## config.mk

```make
export PLATFORM = sky130hd
export DESIGN_NAME = ram_port_arbiter
export DESIGN_NICKNAME = d
export VERILOG_FILES = /design/src/rtl/ram_port_arbiter_pkg.sv /design/src/rtl/ram_port_arbiter_rr_pick.sv /design/src/rtl/ram_port_arbiter.sv
export SDC_FILE = /design/constraint.sdc
export NUM_CORES = 1
export LEC_CHECK = 0
export BUFFER_PORTS_ARGS = -buffer_cell sky130_fd_sc_hd__buf_2
export CAP_MARGIN = 15
export CELL_PAD_IN_SITES_DETAIL_PLACEMENT = 0
export CELL_PAD_IN_SITES_GLOBAL_PLACEMENT = 1
export CORE_ASPECT_RATIO = 1.2
export CORE_MARGIN = 8
export CORE_UTILIZATION = 28
export DETAILED_ROUTE_END_ITERATION = 6
export PLACE_DENSITY_LB_ADDON = 0.1
export SLEW_MARGIN = 20
export SYNTH_ARGS = -nofsm -noshare
export SYNTH_HDL_FRONTEND = slang
export SYNTH_HIERARCHICAL = 1
export SYNTH_SLANG_ARGS = --single-unit
```

## constraint.sdc

```tcl
create_clock -name clk -period 1.95 [get_ports clk]
set_clock_uncertainty 0.15 [all_clocks]
set_input_delay 0 -clock clk [delete_from_list [all_inputs] [get_ports clk]]
set_output_delay 0 -clock clk [all_outputs]
set_load 0.01 [all_outputs]
```

## src/rtl/ram_port_arbiter_pkg.sv

```systemverilog
// Shared types and RAM geometry for the data-RAM port arbiter.
package ram_arb_pkg;

  typedef enum logic [1:0] {
    IDLE,
    ISSUE,
    WAIT
  } arb_state_t;

  localparam int unsigned RAM_ADDR_W = 11;
  localparam int unsigned RAM_DATA_W = 32;

endpackage

```

## src/rtl/ram_port_arbiter_rr_pick.sv

```systemverilog
// Rotating-priority encoder: first asserted request at or after ptr, wrapping at NREQ.
module rr_pick
  import ram_arb_pkg::*;
#(
  parameter int unsigned NREQ  = 2,
  parameter int unsigned IDX_W = 1
) (
  input  logic [NREQ-1:0]  req,
  input  logic [IDX_W-1:0] ptr,
  output logic             valid,
  output logic [IDX_W-1:0] idx
);

  logic [IDX_W-1:0] w_j;

  always_comb begin
    valid = 1'b0;
    idx   = '0;
    w_j   = '0;
    for (int unsigned k = 0; k < NREQ; k++) begin
      w_j = IDX_W'((32'(ptr) + k) % NREQ);
      if (!valid && req[w_j]) begin
        valid = 1'b1;
        idx   = w_j;
      end
    end
  end

endmodule

```

## src/rtl/ram_port_arbiter.sv

```systemverilog
// Arbitrates NREQ requesters onto the single data-RAM port, one command at a time.
module ram_port_arbiter
  import ram_arb_pkg::*;
#(
  parameter int unsigned NREQ        = 2,
  parameter int unsigned ADDR_W      = RAM_ADDR_W,
  parameter int unsigned DATA_W      = RAM_DATA_W,
  parameter int unsigned RD_LATENCY  = 1,
  parameter int unsigned ROUND_ROBIN = 1
) (
  input  logic                   clk,
  input  logic                   rst,
  input  logic [NREQ-1:0]        req,
  input  logic [NREQ-1:0]        req_we,
  input  logic [NREQ*ADDR_W-1:0] req_addr,
  input  logic [NREQ*DATA_W-1:0] req_wdata,
  output logic [NREQ-1:0]        gnt,
  output logic [NREQ-1:0]        rvalid,
  output logic [DATA_W-1:0]      rdata,
  output logic                   busy,
  output logic                   ram_w_en,
  output logic [ADDR_W-1:0]      ram_addr,
  output logic [DATA_W-1:0]      ram_in,
  input  logic [DATA_W-1:0]      ram_data
);

  localparam int unsigned IDX_W = (NREQ > 2) ? 2 : 1;
  localparam int unsigned CNT_W = 2;

  arb_state_t        r_state;
  arb_state_t        w_next;
  logic              w_latch;
  logic              w_pick_valid;
  logic [IDX_W-1:0]  w_pick_idx;
  logic [IDX_W-1:0]  w_pick_ptr;
  logic [IDX_W-1:0]  r_ptr;
  logic [IDX_W-1:0]  r_idx;
  logic              r_we;
  logic [ADDR_W-1:0] r_addr;
  logic [DATA_W-1:0] r_wdata;
  logic [CNT_W-1:0]  r_cnt;
  logic [NREQ-1:0]   w_onehot;
  logic              w_rd_done;

  // Fixed priority is just the rotating encoder with its pointer pinned at 0.
  assign w_pick_ptr = (ROUND_ROBIN != 0) ? r_ptr : '0;

  rr_pick #(
    .NREQ (NREQ),
    .IDX_W(IDX_W)
  ) u_pick (
    .req  (req),
    .ptr  (w_pick_ptr),
    .valid(w_pick_valid),
    .idx  (w_pick_idx)
  );

  always_ff @(posedge clk or posedge rst) begin
    if (rst) r_state <= IDLE;
    else     r_state <= w_next;
  end

  always_comb begin
    w_next  = r_state;
    w_latch = 1'b0;
    case (r_state)
      IDLE: begin
        if (w_pick_valid) begin
          w_next  = ISSUE;
          w_latch = 1'b1;
        end
      end
      ISSUE:   w_next = r_we ? IDLE : WAIT;
      WAIT:    if (r_cnt == '0) w_next = IDLE;
      default: w_next = IDLE;
    endcase
  end

  // Read commands latch zero write data so ram_in reads 0 during a read issue.
  always_ff @(posedge clk or posedge rst) begin
    if (rst) begin
      r_idx   <= '0;
      r_we    <= 1'b0;
      r_addr  <= '0;
      r_wdata <= '0;
    end else if (w_latch) begin
      r_idx   <= w_pick_idx;
      r_we    <= req_we[w_pick_idx];
      r_addr  <= req_addr[w_pick_idx*ADDR_W +: ADDR_W];
      r_wdata <= req_we[w_pick_idx] ? req_wdata[w_pick_idx*DATA_W +: DATA_W] : '0;
    end
  end

  always_ff @(posedge clk or posedge rst) begin
    if (rst) begin
      r_ptr <= '0;
      r_cnt <= '0;
    end else if (r_state == ISSUE) begin
      if (ROUND_ROBIN != 0) r_ptr <= (r_idx == IDX_W'(NREQ - 1)) ? '0 : r_idx + 1'b1;
      r_cnt <= CNT_W'(RD_LATENCY - 1);
    end else if (r_state == WAIT && r_cnt != '0) begin
      r_cnt <= r_cnt - 1'b1;
    end
  end

  assign w_onehot  = {{(NREQ - 1){1'b0}}, 1'b1} << r_idx;
  assign w_rd_done = (r_state == WAIT) && (r_cnt == '0);

  assign gnt      = (r_state == ISSUE) ? w_onehot : '0;
  assign rvalid   = w_rd_done ? w_onehot : '0;
  assign rdata    = w_rd_done ? ram_data : '0;
  assign busy     = (r_state != IDLE);
  assign ram_w_en = (r_state == ISSUE) && r_we;
  assign ram_addr = r_addr;
  assign ram_in   = r_wdata;

endmodule
```

==> results of run 1 <==
-- routing by layer --
metal	up-vias	GRT usage	share of wire
met5	-	0	0
met4	0	0.0509	0.018
met3	13	0.0583	0.091
met2	133	0.266	0.50
met1	1316	0.159	0.39
li1	1461	-	-
-- worst min-delay path by stage --
stage	to	cells past startpoint
2_1_floorplan	rdata[0]	1
3_3_place_gp	ram_in[16]	2
3_5_place_dp	ram_in[16]	2
5_1_grt	r_we	4
4_1_cts	r_we	4
6_report	r_we	4
-- power groups by stage --
stage / Clock (mW) / Combinational (mW) / Sequential [mW]
final: 0.830 / 2.82 / 1.75
after detailed placement: 0 / 2.69 / 1.77
after floorplan: 0 / 1.38 / 1.98
after CTS: 0.873 / 2.82 / 1.75
after global placement: 0 / 2.66 / 1.76
after global routing: 0.918 / 3.13 / 1.81
-- synth_stat cells (2+ instances only) --
cell / n
dfrtp_1: 50
and2_1: 32
a21o_1: 2
o21ai_0: 16
nor3_1: 3
clkbuf_1: 5
o21ai_2: 22
buf_6: 4
nand2_1: 46
buf_2: 9
nor2_1: 4
mux2i_1: 43
o21ai_1: 7
inv_1: 6
a22o_1: 2
-- layout make-up --
cell class | instances | area, sq um | share of cell area
repair buffers | 300 | 2010 | 0.412
multi-input cells | 189 | 1290 | 0.266
flip-flops and latches | 50 | 1250 | 0.257
well taps | 123 | 154 | 0.0316
clock buffers | 6 | 129 | 0.0264
inverters | 7 | 31.3 | 0.00642
clock inverters | 1 | 7.51 | 0.00154
-- kinds of logic (layout without fill, tap and decap cells) --
| group | Yosys count | in the layout |
|---|---|---|
| AOI/OAI and AO/OA | 52 | 52 |
| adders and majority gates | 1 | 1 |
| buffers and inverters | 25 | 314 |
| DFF | 50 | 50 |
| muxes | 44 | 44 |
| and+or+nand+nor | 92 | 92 |
-- sequential cells by signal (all words and copies together), names as in the netlist --
name,cells
r_we,1
r_idx,1
ram_in,32
r_ptr,1
ram_addr,11
r_cnt,2
r_state,2
-- cell usage in the layout, fill, tap and decap left out, drive strengths merged --
cell / instances
dlygate4sd3: 87
a22o: 2
nand2: 47
mux2: 1
ha: 1
o21ai: 45
dfrtp: 50
o31ai: 1
nor3: 3
o22ai: 1
or3b: 1
a21o: 2
buf: 213
mux2i: 43
clkinvlp: 1
or2b: 1
clkinv: 1
nor2: 4
inv: 6
clkbuf: 6
and2: 32
or2: 2
nor2b: 1
nand2b: 1
a21boi: 1
-- stage by stage --
step                hold WS [ns]  power (mW)  utilization  instance area [sq um]
global route               0.125        5.86        0.520                   4880
global placement         -0.0726        4.42        0.410                   3840
CTS                       0.0900        5.44        0.517                   4840
floorplan               -0.00564        3.36            -                   2660
finish                    0.0793        5.40        0.520                   4880
detailed placement       -0.0681        4.46        0.410                   3840
-- worst register-to-register path: stages (launching register included) --
cell and delay (ns):
dfrtp_1 0.43, or3b_2 0.58, clkinv_4 0.11, nand2_4 0.11, buf_4 0.19, o21ai_0 0.16
-- timing repair --
action	CTS	global route
resized for setup	0	9
hold endpoints to repair	66	0
hold buffers	87	0
endpoints found under the setup margin	0	32
==> results.txt, run 1 <==
die height -> 123 um
gr usage total -> 0.150
total negative slack -> 0 ns
insertion delay to the later sink of the worst-skew pair -> 0.28 ns
flop-to-flop setup slack -> 0.14 ns
adder-cell share of the synthesized area -> 0.00470
ys async rst share -> 1.00
run status -> completed
worst slack, placed -> 0.153 ns
Ant. Diodes -> 0
RSZ-0062 raised after global routing -> false
Tmin final -> 1.81 ns
Warnings, synthesis -> 6
initial core utilization -> 0.284
clock buffer count from CTS -> 5
RePlAce Congestion -> 0.729
Post-Synth Simple-Gate Area -> 0.171
vias per cell -> 4.32
Crit path largest cell delay -> 0.58 ns
final net count -> 678
Worst EP arrival -> 1.87 ns
Stages on worst setup path -> 5
crit end category -> flop
Post-DP HPWL -> 6930 um
num ports -> 205
core area -> 0.00937 sq mm
vias after detailed routing -> 2923
drt drc -> 0
largest family of logic cells by synthesized area -> simple AND/OR/NAND/NOR gates
register share of total power -> 0.324
R2R depth -> 5
part of the power in combinational logic -> 0.522
dominant cell type by area after synthesis -> dfrtp_1
Worst R2R Start -> r_state[1]
Synth Area in Compound Gates -> 0.136
Mapped Nets -> 389
Netlist cell types -> 28
mux cell area share after synthesis -> 0.166
max_cap viols -> 0
Wirelength per Cell -> 14.8 um
ys flop type -> dfrtp_1
syn avg cell area -> 10.1 sq um
DRT Wirelength -> 10000 um
Critical Path RT -> 2.00 ns
GRT Residual Overflow -> 0
row count -> 39
die area -> 0.0129 sq mm
Syn Inst Count -> 264
Post-synth EDFFs -> 0
top-area cell type share of the netlist area -> 0.470
vias in the first global route -> 3145
Cells after DPL -> 581
initial antenna violation count -> 0
Worst setup SP type -> flop
critical path class -> flop to flop
CTS clock-pin slew for the worst setup and hold paths -> 0.07 ns
Layout Area Growth over Synthesis -> 83.1%
Clock Tree Buf Depth -> 2
fill cell count -> 869
Hold Vio Cnt, Final -> 0
VDD IR max -> 0.000506 V
CP top delay family -> simple AND/OR/NAND/NOR gates
Mapped Area -> 0.00266 sq mm
f_max -> 551 MHz
Crit-path slowest cell -> or3b_2
share of layout cells above drive strength 1 -> 0.454
Routed Antenna Nets -> 0
reg-to-reg critical path endpoint -> ram_in[17]
hold wc startpoint -> req_we[0]
drt initial violations -> 52
Slew headroom -> 0.638
P_sw -> 2.16 mW
sw frac -> 0.401
Clock power frac -> 0.154
synthesized flop and latch total -> 50
Bufs and invs on worst path -> 2
main area contributors after synthesis -> dfrtp_1 (47%), mux2i_1 (16%), and2_1 (7.5%), o21ai_2 (7.2%), nand2_1 (6.5%)
CTS sink cnt -> 50
Worst Hold Class -> primary input to flop
pwr dens -> 1110 mW/mm^2
H-tree levels -> 2
Pre-Repair DR Iteration Count -> 6
Post-Synth XOR/XNOR Area -> 0
Setup-failing EPs final -> 0
Die X-Extent -> 105 um
worst-path cell chain -> or3b_2 > clkinv_4 > nand2_4 > buf_4 > o21ai_0
Finished Layout Cells -> 676
CTS tree -> done
root buf cell -> clkbuf_16
crit path to -> ram_in[17]
Critical Path Fanout Max -> 12
period utilization -> 0.931
largest net degree at the start of global routing -> 45
leakage power -> 2.60 nW
Int Pwr -> 3.23 mW
Seq/Total Area, Yosys -> 0.470
setup bufs post-CTS -> 0
Least-Margin Pin Slew -> 0.542 ns
first-pass GRT wire length -> 15700 um
CP startpoint -> r_state[1]
# port buffers -> 204
Setup WS post-layout -> 0.135 ns
fin. max-slew vios -> 0
Note: power is estimated with default switching activity, not from simulation.
==> run 2, diff against run 1 <==
--- a/config.mk
+++ b/config.mk
@@ -9,11 +9,12 @@
 export CAP_MARGIN = 15
 export CELL_PAD_IN_SITES_DETAIL_PLACEMENT = 0
 export CELL_PAD_IN_SITES_GLOBAL_PLACEMENT = 1
-export CORE_ASPECT_RATIO = 1.2
+export CORE_ASPECT_RATIO = 0.8
 export CORE_MARGIN = 8
 export CORE_UTILIZATION = 28
 export DETAILED_ROUTE_END_ITERATION = 6
 export PLACE_DENSITY_LB_ADDON = 0.1
+export REMOVE_ABC_BUFFERS = 1
 export SLEW_MARGIN = 20
 export SYNTH_ARGS = -nofsm -noshare
 export SYNTH_HDL_FRONTEND = slang
==> run 2 against run 1 <==
Via count fell by 3.9%. Count of clock-buffer cells in the layout rose by 1. First-iteration DRC count rose by 81%. Die area barely moved. Global-route usage fell by 0.78 points. Largest power group unchanged. Core utilization barely moved. Final cell count fell by 0.44%. Maximum frequency fell by 0.82%. Critical endpoint is now rdata[15]. Largest cell class unchanged. Setup slack got worse by 0.015 ns.
==> results.txt, run 2 (same netlist as run 1, synthesis figures left out) <==
CTS sink cnt -> 50
pwr dens -> 1110 mW/mm^2
Die X-Extent -> 125 um
drt initial violations -> 94
core area -> 0.00945 sq mm
final total power -> 5.44 mW
Finished Layout Cells -> 673
max_cap viols -> 0
max reg flops -> 32
vias per cell -> 4.18
initial core utilization -> 0.282
Critical Path Fanout Max -> 16
Layout Area Growth over Synthesis -> 84.6%
reg-to-reg critical path endpoint -> ram_in[17]
fin. max-slew vios -> 0
part of the power in combinational logic -> 0.528
vias after detailed routing -> 2810
vias in the first global route -> 2904
CP startpoint -> r_cnt[0]
leakage power -> 2.62 nW
GRT Residual Overflow -> 0
critical path class -> flop to output pin
Clock power frac -> 0.149
die height -> 103 um
Worst EP arrival -> 1.68 ns
Worst setup SP type -> flop
clock buffer count from CTS -> 5
Slew headroom -> 0.634
crit path to -> rdata[15]
period utilization -> 0.938
Crit-path slowest cell -> dfrtp_1
Ant. Diodes -> 0
utilization after layout -> 0.520
Routed Antenna Nets -> 0
row count -> 32
Post-DP HPWL -> 6720 um
Setup-failing EPs final -> 0
Int Pwr -> 3.28 mW
Worst Hold Class -> primary input to output pin
CTS tree -> done
crit end category -> output pin
gr usage total -> 0.142
Crit path largest cell delay -> 0.39 ns
Cells after DPL -> 575
root buf cell -> clkbuf_16
Critical Path RT -> 1.80 ns
drt drc -> 0
largest net degree at the start of global routing -> 55
CTS clock-pin slew for the worst setup and hold paths -> 0.06 ns
insertion delay to the later sink of the worst-skew pair -> 0.28 ns
Hold Vio Cnt, Final -> 0
Fin Hold WS -> 0.134 ns
Least-Margin Pin Slew -> 0.548 ns
Pre-Repair DR Iteration Count -> 4
run status -> completed
RePlAce Congestion -> 0.691
# port buffers -> 204
VDD IR max -> 0.000486 V
H-tree levels -> 2
sw frac -> 0.398
flop-to-flop setup slack -> 0.21 ns
Worst R2R Start -> r_state[1]
most common cell after layout, fill and taps aside -> buf_2
final net count -> 679
share of layout cells above drive strength 1 -> 0.453
initial antenna violation count -> 0
first-pass GRT wire length -> 14900 um
die area -> 0.0129 sq mm
DRT Wirelength -> 9800 um
P_sw -> 2.16 mW
Wirelength per Cell -> 14.6 um
register share of total power -> 0.323
total negative slack -> 0 ns
num ports -> 205
Clock Tree Buf Depth -> 2
R2R depth -> 5
commonest non-fill, non-tap cells in the layout -> buf_2 (204), dlygate4sd3_1 (87), dfrtp_1 (50), nand2_1 (45), mux2i_1 (43)
f_max -> 546 MHz
worst-path cell chain -> inv_1 > ha_4 > nand2_2 > nor2_4 > buf_6 > and2_1 > buf_2
Tmin final -> 1.83 ns
==> run 2: changes by cell type in the layout (fill, tap and decap cells not counted) <==
cell / delta
buf_12: +1
buf_4: -1
clkbuf_1: +1
clkbuf_16: +1
clkinvlp_4: -1
ha_2: -1
ha_4: +1
==> run 2: metal layers <==
metal	routed length, um	part of all wire	global-route usage
met3	732	0.075	0.0564
met5	0	0	0
met4	98	0.010	0.0336
met1	4370	0.45	0.180
met2	4600	0.47	0.224
==> run 2: worst min path at each step <==
stage,from,cells after the start,endpoint,slack (ns)
floorplan,ram_data[0],1,rdata[0],-0.006
global placement,rst,2,ram_addr[4],-0.06
detailed placement,rst,2,ram_addr[4],-0.06
CTS,ram_data[22],3,rdata[22],0.14
global route,ram_data[30],3,rdata[30],0.15
finish,ram_data[8],3,rdata[8],0.13
==> run 2: repair_timing <==
action | CTS | global route
hold buffers | 87 | 0
gates cloned | 0 | 2
setup buffers | 0 | 2
pin swaps | 0 | 1
hold endpoints to repair | 66 | 0
endpoints found under the setup margin | 1 | 32
gates resized for setup | 1 | 9
==> run 2: worst max-delay path, delay by kind of cell (launching register included) <==
family	cells	cell delay [ns]
AND/OR/NAND/NOR	3	0.42
flip-flops	1	0.39
buffers and inverters	3	0.41
adder cells (fa/ha/maj)	1	0.17
==> run 2: layout make-up <==
cell class	instances	area, sq um
timing repair buffer	301	2050
clock buffer	7	133
tap	119	149
fill	854	4530
sequential	50	1250
inverter	7	31.3
multi-input combinational	189	1310
==> run 2: metrics by stage <==
step / cell area, sq um / setup WS (ns)
2_1_floorplan: 2550 / -2.64
3_3_place_gp: 3830 / 0.283
3_5_place_dp: 3830 / 0.214
4_1_cts: 4840 / 0.0282
5_1_grt: 4910 / -0.000551
6_report: 4910 / 0.120
==> run 2: power groups by stage <==
| stage | clock [mW] | combinational, mW | sequential [mW] |
|---|---|---|---|
| after floorplan | 0 | 1.26 | 2.00 |
| after global placement | 0 | 2.68 | 1.76 |
| after detailed placement | 0 | 2.71 | 1.77 |
| after CTS | 0.849 | 2.84 | 1.77 |
| after global routing | 0.901 | 3.17 | 1.83 |
| final | 0.809 | 2.87 | 1.76 |
